[src/rtl/msg_scroll_display.sv]
// Buffered ASCII message scroller driving NUM_DIGITS active-low 7-segment digits.
// Define MSG_SCROLL_GAP_EN to insert NUM_DIGITS blank positions between repeats.
module msg_scroll_display #(
    parameter int NUM_DIGITS = 6,
    parameter int DEPTH      = 16,
    parameter int TICK_DIV   = 25000000
) (
    input  logic                          clk,
    input  logic                          reset,
    input  logic                          wr_valid,
    output logic                          wr_ready,
    input  logic [7:0]                    wr_data,
    input  logic                          wr_last,
    input  logic                          clear,
    output logic                          busy,
    output logic [$clog2(DEPTH+1)-1:0]    msg_len,
    output logic [7*NUM_DIGITS-1:0]       seg_out
);

    localparam int LW = $clog2(DEPTH + 1);
    localparam int MW = $clog2(DEPTH);
    localparam int PW = $clog2(DEPTH + NUM_DIGITS + 1);
    localparam int TW = $clog2(TICK_DIV);

    typedef enum logic [1:0] {IDLE, LOAD, SCROLL} state_t;

    state_t                  state, state_nx;
    logic [7:0]              mem [DEPTH];
    logic [PW-1:0]           pos;
    logic [PW-1:0]           loop_len;
    logic [PW-1:0]           idx;
    logic [TW-1:0]           tick;
    logic                    xfer;
    logic                    tick_end;
    logic [7*NUM_DIGITS-1:0] frame;

    function automatic logic [6:0] decode(input logic [7:0] c);
        logic [7:0] uc;
        uc = (c >= 8'h61 && c <= 8'h7a) ? c - 8'd32 : c;
        case (uc)
            8'h30:   decode = 7'b1000000;
            8'h31:   decode = 7'b1111001;
            8'h32:   decode = 7'b0100100;
            8'h33:   decode = 7'b0110000;
            8'h34:   decode = 7'b0011001;
            8'h35:   decode = 7'b0010010;
            8'h36:   decode = 7'b0000010;
            8'h37:   decode = 7'b1111000;
            8'h38:   decode = 7'b0000000;
            8'h39:   decode = 7'b0010000;
            8'h41:   decode = 7'b0001000;
            8'h42:   decode = 7'b0000011;
            8'h43:   decode = 7'b1000110;
            8'h44:   decode = 7'b0100001;
            8'h45:   decode = 7'b0000110;
            8'h46:   decode = 7'b0001110;
            8'h48:   decode = 7'b0001001;
            8'h4c:   decode = 7'b1000111;
            8'h4f:   decode = 7'b1000000;
            8'h50:   decode = 7'b0001100;
            8'h55:   decode = 7'b1000001;
            default: decode = 7'b1111111;
        endcase
    endfunction

    assign wr_ready = (state == IDLE) ||
                      (state == LOAD && msg_len < LW'(DEPTH));
    assign busy     = (state == SCROLL);
    assign xfer     = wr_valid && wr_ready && !clear;
    assign tick_end = (tick == TW'(TICK_DIV - 1));

`ifdef MSG_SCROLL_GAP_EN
    assign loop_len = PW'(msg_len) + PW'(NUM_DIGITS);
`else
    assign loop_len = PW'(msg_len);
`endif

    always_comb begin
        state_nx = state;
        if (clear) begin
            state_nx = IDLE;
        end else if (xfer) begin
            if (wr_last || msg_len == LW'(DEPTH - 1))
                state_nx = SCROLL;
            else
                state_nx = LOAD;
        end
    end

    // Walk the window left to right, wrapping the index at the loop length.
    always_comb begin
        frame = '1;
        idx   = pos;
        for (int k = 0; k < NUM_DIGITS; k++) begin
            if (idx < PW'(msg_len))
                frame[7*(NUM_DIGITS-1-k) +: 7] = decode(mem[idx[MW-1:0]]);
            idx = (idx + PW'(1) == loop_len) ? '0 : idx + PW'(1);
        end
    end

    always_ff @(posedge clk) begin
        if (reset)
            state <= IDLE;
        else
            state <= state_nx;
    end

    always_ff @(posedge clk) begin
        if (xfer)
            mem[msg_len[MW-1:0]] <= wr_data;
    end

    always_ff @(posedge clk) begin
        if (reset || clear) begin
            msg_len <= '0;
            pos     <= '0;
            tick    <= '0;
            seg_out <= '1;
        end else begin
            if (xfer)
                msg_len <= msg_len + LW'(1);
            if (state == SCROLL) begin
                seg_out <= frame;
                if (tick_end) begin
                    tick <= '0;
                    pos  <= (pos + PW'(1) == loop_len) ? '0 : pos + PW'(1);
                end else begin
                    tick <= tick + TW'(1);
                end
            end else begin
                seg_out <= '1;
            end
        end
    end

endmodule
[config.mk]
export PLATFORM = sky130hd
export DESIGN_NAME = msg_scroll_display
export DESIGN_NICKNAME = d
export VERILOG_FILES = /design/src/rtl/msg_scroll_display.sv
export SDC_FILE = /design/constraint.sdc
export NUM_CORES = 1
export LEC_CHECK = 0
export BUFFER_PORTS_ARGS = -buffer_cell sky130_fd_sc_hd__buf_2
export CELL_PAD_IN_SITES_DETAIL_PLACEMENT = 0
export CELL_PAD_IN_SITES_GLOBAL_PLACEMENT = 2
export CORE_MARGIN = 2
export CORE_UTILIZATION = 36
export CTS_CLUSTER_DIAMETER = 50
export DETAILED_ROUTE_END_ITERATION = 10
export PLACE_DENSITY_LB_ADDON = 0.1
export SYNTH_ARGS = -nofsm -noshare
export SYNTH_HDL_FRONTEND = slang
export SYNTH_SLANG_ARGS = --single-unit
[constraint.sdc]
create_clock -name clk -period 15.7 [get_ports clk]
set_clock_uncertainty 0.2 [all_clocks]
set_input_delay 0.785 -clock clk [delete_from_list [all_inputs] [get_ports clk]]
set_output_delay 0.785 -clock clk [all_outputs]
set_load 0.03 [all_outputs]
==> summary.md <==
| Metric | Value |
|---|---|
| Critical path arrival | 14.84 ns |
| Sw frac | about two fifths |
| Combinational power share | 39.8% |
| Crit Path Category | flop to flop |
| RSZ-0062 raised after global routing | false |
| Remaining antenna violation count after routing | 0 |
| DR pass1 iterations | 6 |
| Final setup vio count | 0 |
| Cell count after synthesis | ~2300 |
| Clk pin slew, worst setup/hold paths | 0.05 ns |
| Total grt overflow | 0 |
| Port Buffers | 61 |
| Post-DP HPWL | 62600 um |
| CTS tree | done |
| Max Cap Viol | 0 |
| Pwr dens | 108 nW/um2 |
| Worst IR drop on VDD | slightly above 60 uV |
| Placer's final routability congestion estimate | 0.956 |
| Chip height | 233 um |
| Antenna violations before repair | 2 |
| Dpl cells | 2948 |
| Final min period | 14.61 ns |
| Crit-path max cell delay | ~0.61 ns |
| Yosys reg bits | 211 |
| Layout Cell Area excl Fill | 21100 um2 |
| Fill cells | 5373 |
| Status | finished clean |
| Core Region | 51500 um2 |
| Fmax | a little under 70 MHz |
| WP buf/inv | 12 |
| Worst relative slew slack | 3.98% |
| CP delay by family, top | compound AO/OA/AOI/OAI gates |
| Syn_nets | 2370 |
| H-tree level count | 2 |
| Type of origin of the critical path | flop |
| Proportion of layout cells with a drive suffix above 1 | 13.6% |
| Hold_buf cts | 0 |
| Distinct cell type count after synthesis | between 100 and 150 |
| Crit path launch | pos[1] |
| Post-Syn Area | 18800 um2 |
| Nets | 2365 |
| Async S/R FF share, synth | 0% |
| Clock Tree Root | clkbuf_16 |
| Initial Util | 36.6% |
| Final Non-Filler Cells | 3011 |
| NetSw | 0.930 mW |
| Die area | 54200 um2 |
| Via count | 20138 |
| Worst hold start | state[1] |
| Die X | 233 um |
| Area of the multi-input gates | 12400 um2 |
| Pleak | 7.31 nW |
| Final WL | 87500 um |
| Standard-cell rows | 83 |
| Total GRT Usage | 31.8% |
| Initial DRC count | 2587 |
| Reg2reg start | pos[1] |
| Reg area | around 5500 um2 |
| Vias in the first global route | 18714 |
| Seq pwr share | between 20% and 30% |
| Clk pwr share | 34.1% |
| CTS Sinks | roughly 210 |
| Final Hold Fails | 0 |
| Most used cell, CP | nand2_1 |
| Hold Path Class | flop to flop |
| Vias per cell | 6.69 |
| Synth warn | 0 |
| Period utilisation layout | between 90% and 100% |
| EDFF count, synth | 128 |
| Critical-path top delay cell | clkinv_1 |
| Final setup TNS | 0 ns |
| Antenna cell count | 0 |
| Cell-internal power | 1.34 mW |
| Placed instance area | 19900 um2 |
| Clock Latency Late Sink | 0.57 ns |
| Endpoint class of the critical path | flop |
| Synth Flop Type | edfxtp_1 |
| Clock buffer depth | 3 |
| Critical path required time | about 16 ns |
| Area delta synth->final | 11.7% |
| Global-route wire length before repair | 128000 um |
| Num ports | 62 |
| Post-synthesis sequential area ratio | between 20 and 30% |
| Slew of the pin with the lowest slew margin | 1.43 ns |
| CP Max Fanout | 35 |
| Slew Limit Fails | 0 |
| Syn_area_per_cell | about 8.2 um2 |
| Drt wl/cell | a little under 30 um |
| Largest net degree at the start of global routing | 83 |
| Clock buffer count from CTS | 34 |
| Residual DRC | 0 |
## repair_timing
action	in CTS	in global routing
resized for setup	0	3
buffers inserted	0	2
setup endpoints to repair	0	7
## sequential cells by signal (all words and copies together), names as in the netlist, named ones only
signal   flops
state        2
msg_len      5
tick        25
seg_out     42
mem        128
pos          5
## metrics by stage
stage / setup WS, ns / util, % / hold slack, ns / power (mW)
final: 1.09 / 40.9 / 0.269 / 2.27
after global routing: 0.0671 / 40.9 / 0.299 / 2.38
after CTS: 0.773 / 40.8 / 0.269 / 2.25
after detailed placement: 0.811 / 38.6 / 0.260 / 1.47
after global placement: 1.36 / 38.6 / 0.256 / 1.48
after floorplan: 0.0517 / - / 0.239 / 1.22
## Yosys cell counts, drive strengths merged (16+ instances only)
cell | n | share of area, %
nand2 | 416 | 8.3
xor2 | 28 | 1.3
a31oi | 42 | 1.4
nor2b | 17 | 0.56
nand4 | 21 | 0.73
nand3 | 131 | 3.5
o21a | 18 | 0.72
a221oi | 57 | 3.0
a211o | 20 | 0.93
xnor2 | 33 | 1.7
a21oi | 103 | 2.7
or3 | 16 | 0.56
clkbuf | 115 | 2.3
o211ai | 39 | 1.6
nor3 | 62 | 1.7
o2111ai | 18 | 0.90
a211oi | 37 | 1.6
o22ai | 20 | 0.70
a311o | 17 | 0.90
buf | 51 | 1.2
inv | 82 | 1.6
a311oi | 29 | 1.4
a2111oi | 16 | 1.0
ha | 46 | 3.1
o21ai | 114 | 3.1
mux2i | 30 | 1.6
edfxtp | 128 | 20
nor2 | 167 | 3.4
dfxtp | 83 | 8.8
mux4 | 45 | 5.4
o221ai | 24 | 1.1
and3 | 32 | 1.1
## kinds of logic after synthesis
kind of cell,Yosys count,synth area share (%)
compound gates,705,28.2
fa+ha+maj,46,3.05
mux,88,7.75
buf+inv,252,5.23
simple gates,943,23.0
flops,211,29.2
xor+xnor,66,3.55
## placed cells by master (no fill, tap or decap), types with 15 or more instances in the layout
cell type  instances
clkbuf_16         35
a211o_1           20
o211ai_1          39
dfxtp_1           82
mux2i_1           30
and3_1            32
nand4_1           20
a221oi_1          53
or3_1             15
a211oi_1          32
a311o_1           17
edfxtp_1         128
ha_1              45
a311oi_1          27
nand2_1          416
mux4_2            45
a21oi_1          101
o21a_1            18
xor2_1            28
o2111ai_1         16
buf_4             64
nor2b_1           17
nor2_1           165
a31oi_1           41
xnor2_1           30
nand3_1          130
buf_2             61
inv_1             70
nor3_1            61
o22ai_1           19
o21ai_0          106
o221ai_1          24
## routing by layer
metal	routed length (um)	global-route usage (%)	vias up
li1	-	-	8877
met1	36900	43.4	9915
met2	38900	49.6	1135
met3	8350	6.18	211
met4	3360	12.2	0
met5	0	0	-
## layout make-up
type,instances,area share (%)
Inverter,86,1.53
Timing Repair Buffer,125,3.73
Clock inverter,19,1.09
Sequential cell,211,26.1
Tap cell,680,4.04
Multi-Input combinational cell,1848,59.1
Clock buffer,42,4.33
## worst min-delay path: stages (launching register included)
cell	delay (ns)
dfxtp_1	0.32
inv_1	0.05
a21oi_1	0.05
## path summary, 6_finish.rpt
kind | to | slack (ns) | cells past startpoint
max | seg_out[3] | 1.09 | 51
min | state[1] | 0.27 | 2
max reg2reg | seg_out[3] | 1.09 | 51
min reg2reg | state[1] | 0.27 | 2
## power by group through the flow
stage	clock (mW)	sequential [mW]	combinational [mW]
6_report	0.776	0.594	0.904
3_5_place_dp	0	0.605	0.869
4_1_cts	0.788	0.593	0.873
2_1_floorplan	0	0.603	0.621
3_3_place_gp	0	0.605	0.877
5_1_grt	0.810	0.593	0.973
Power figures use the tool's default switching activity.
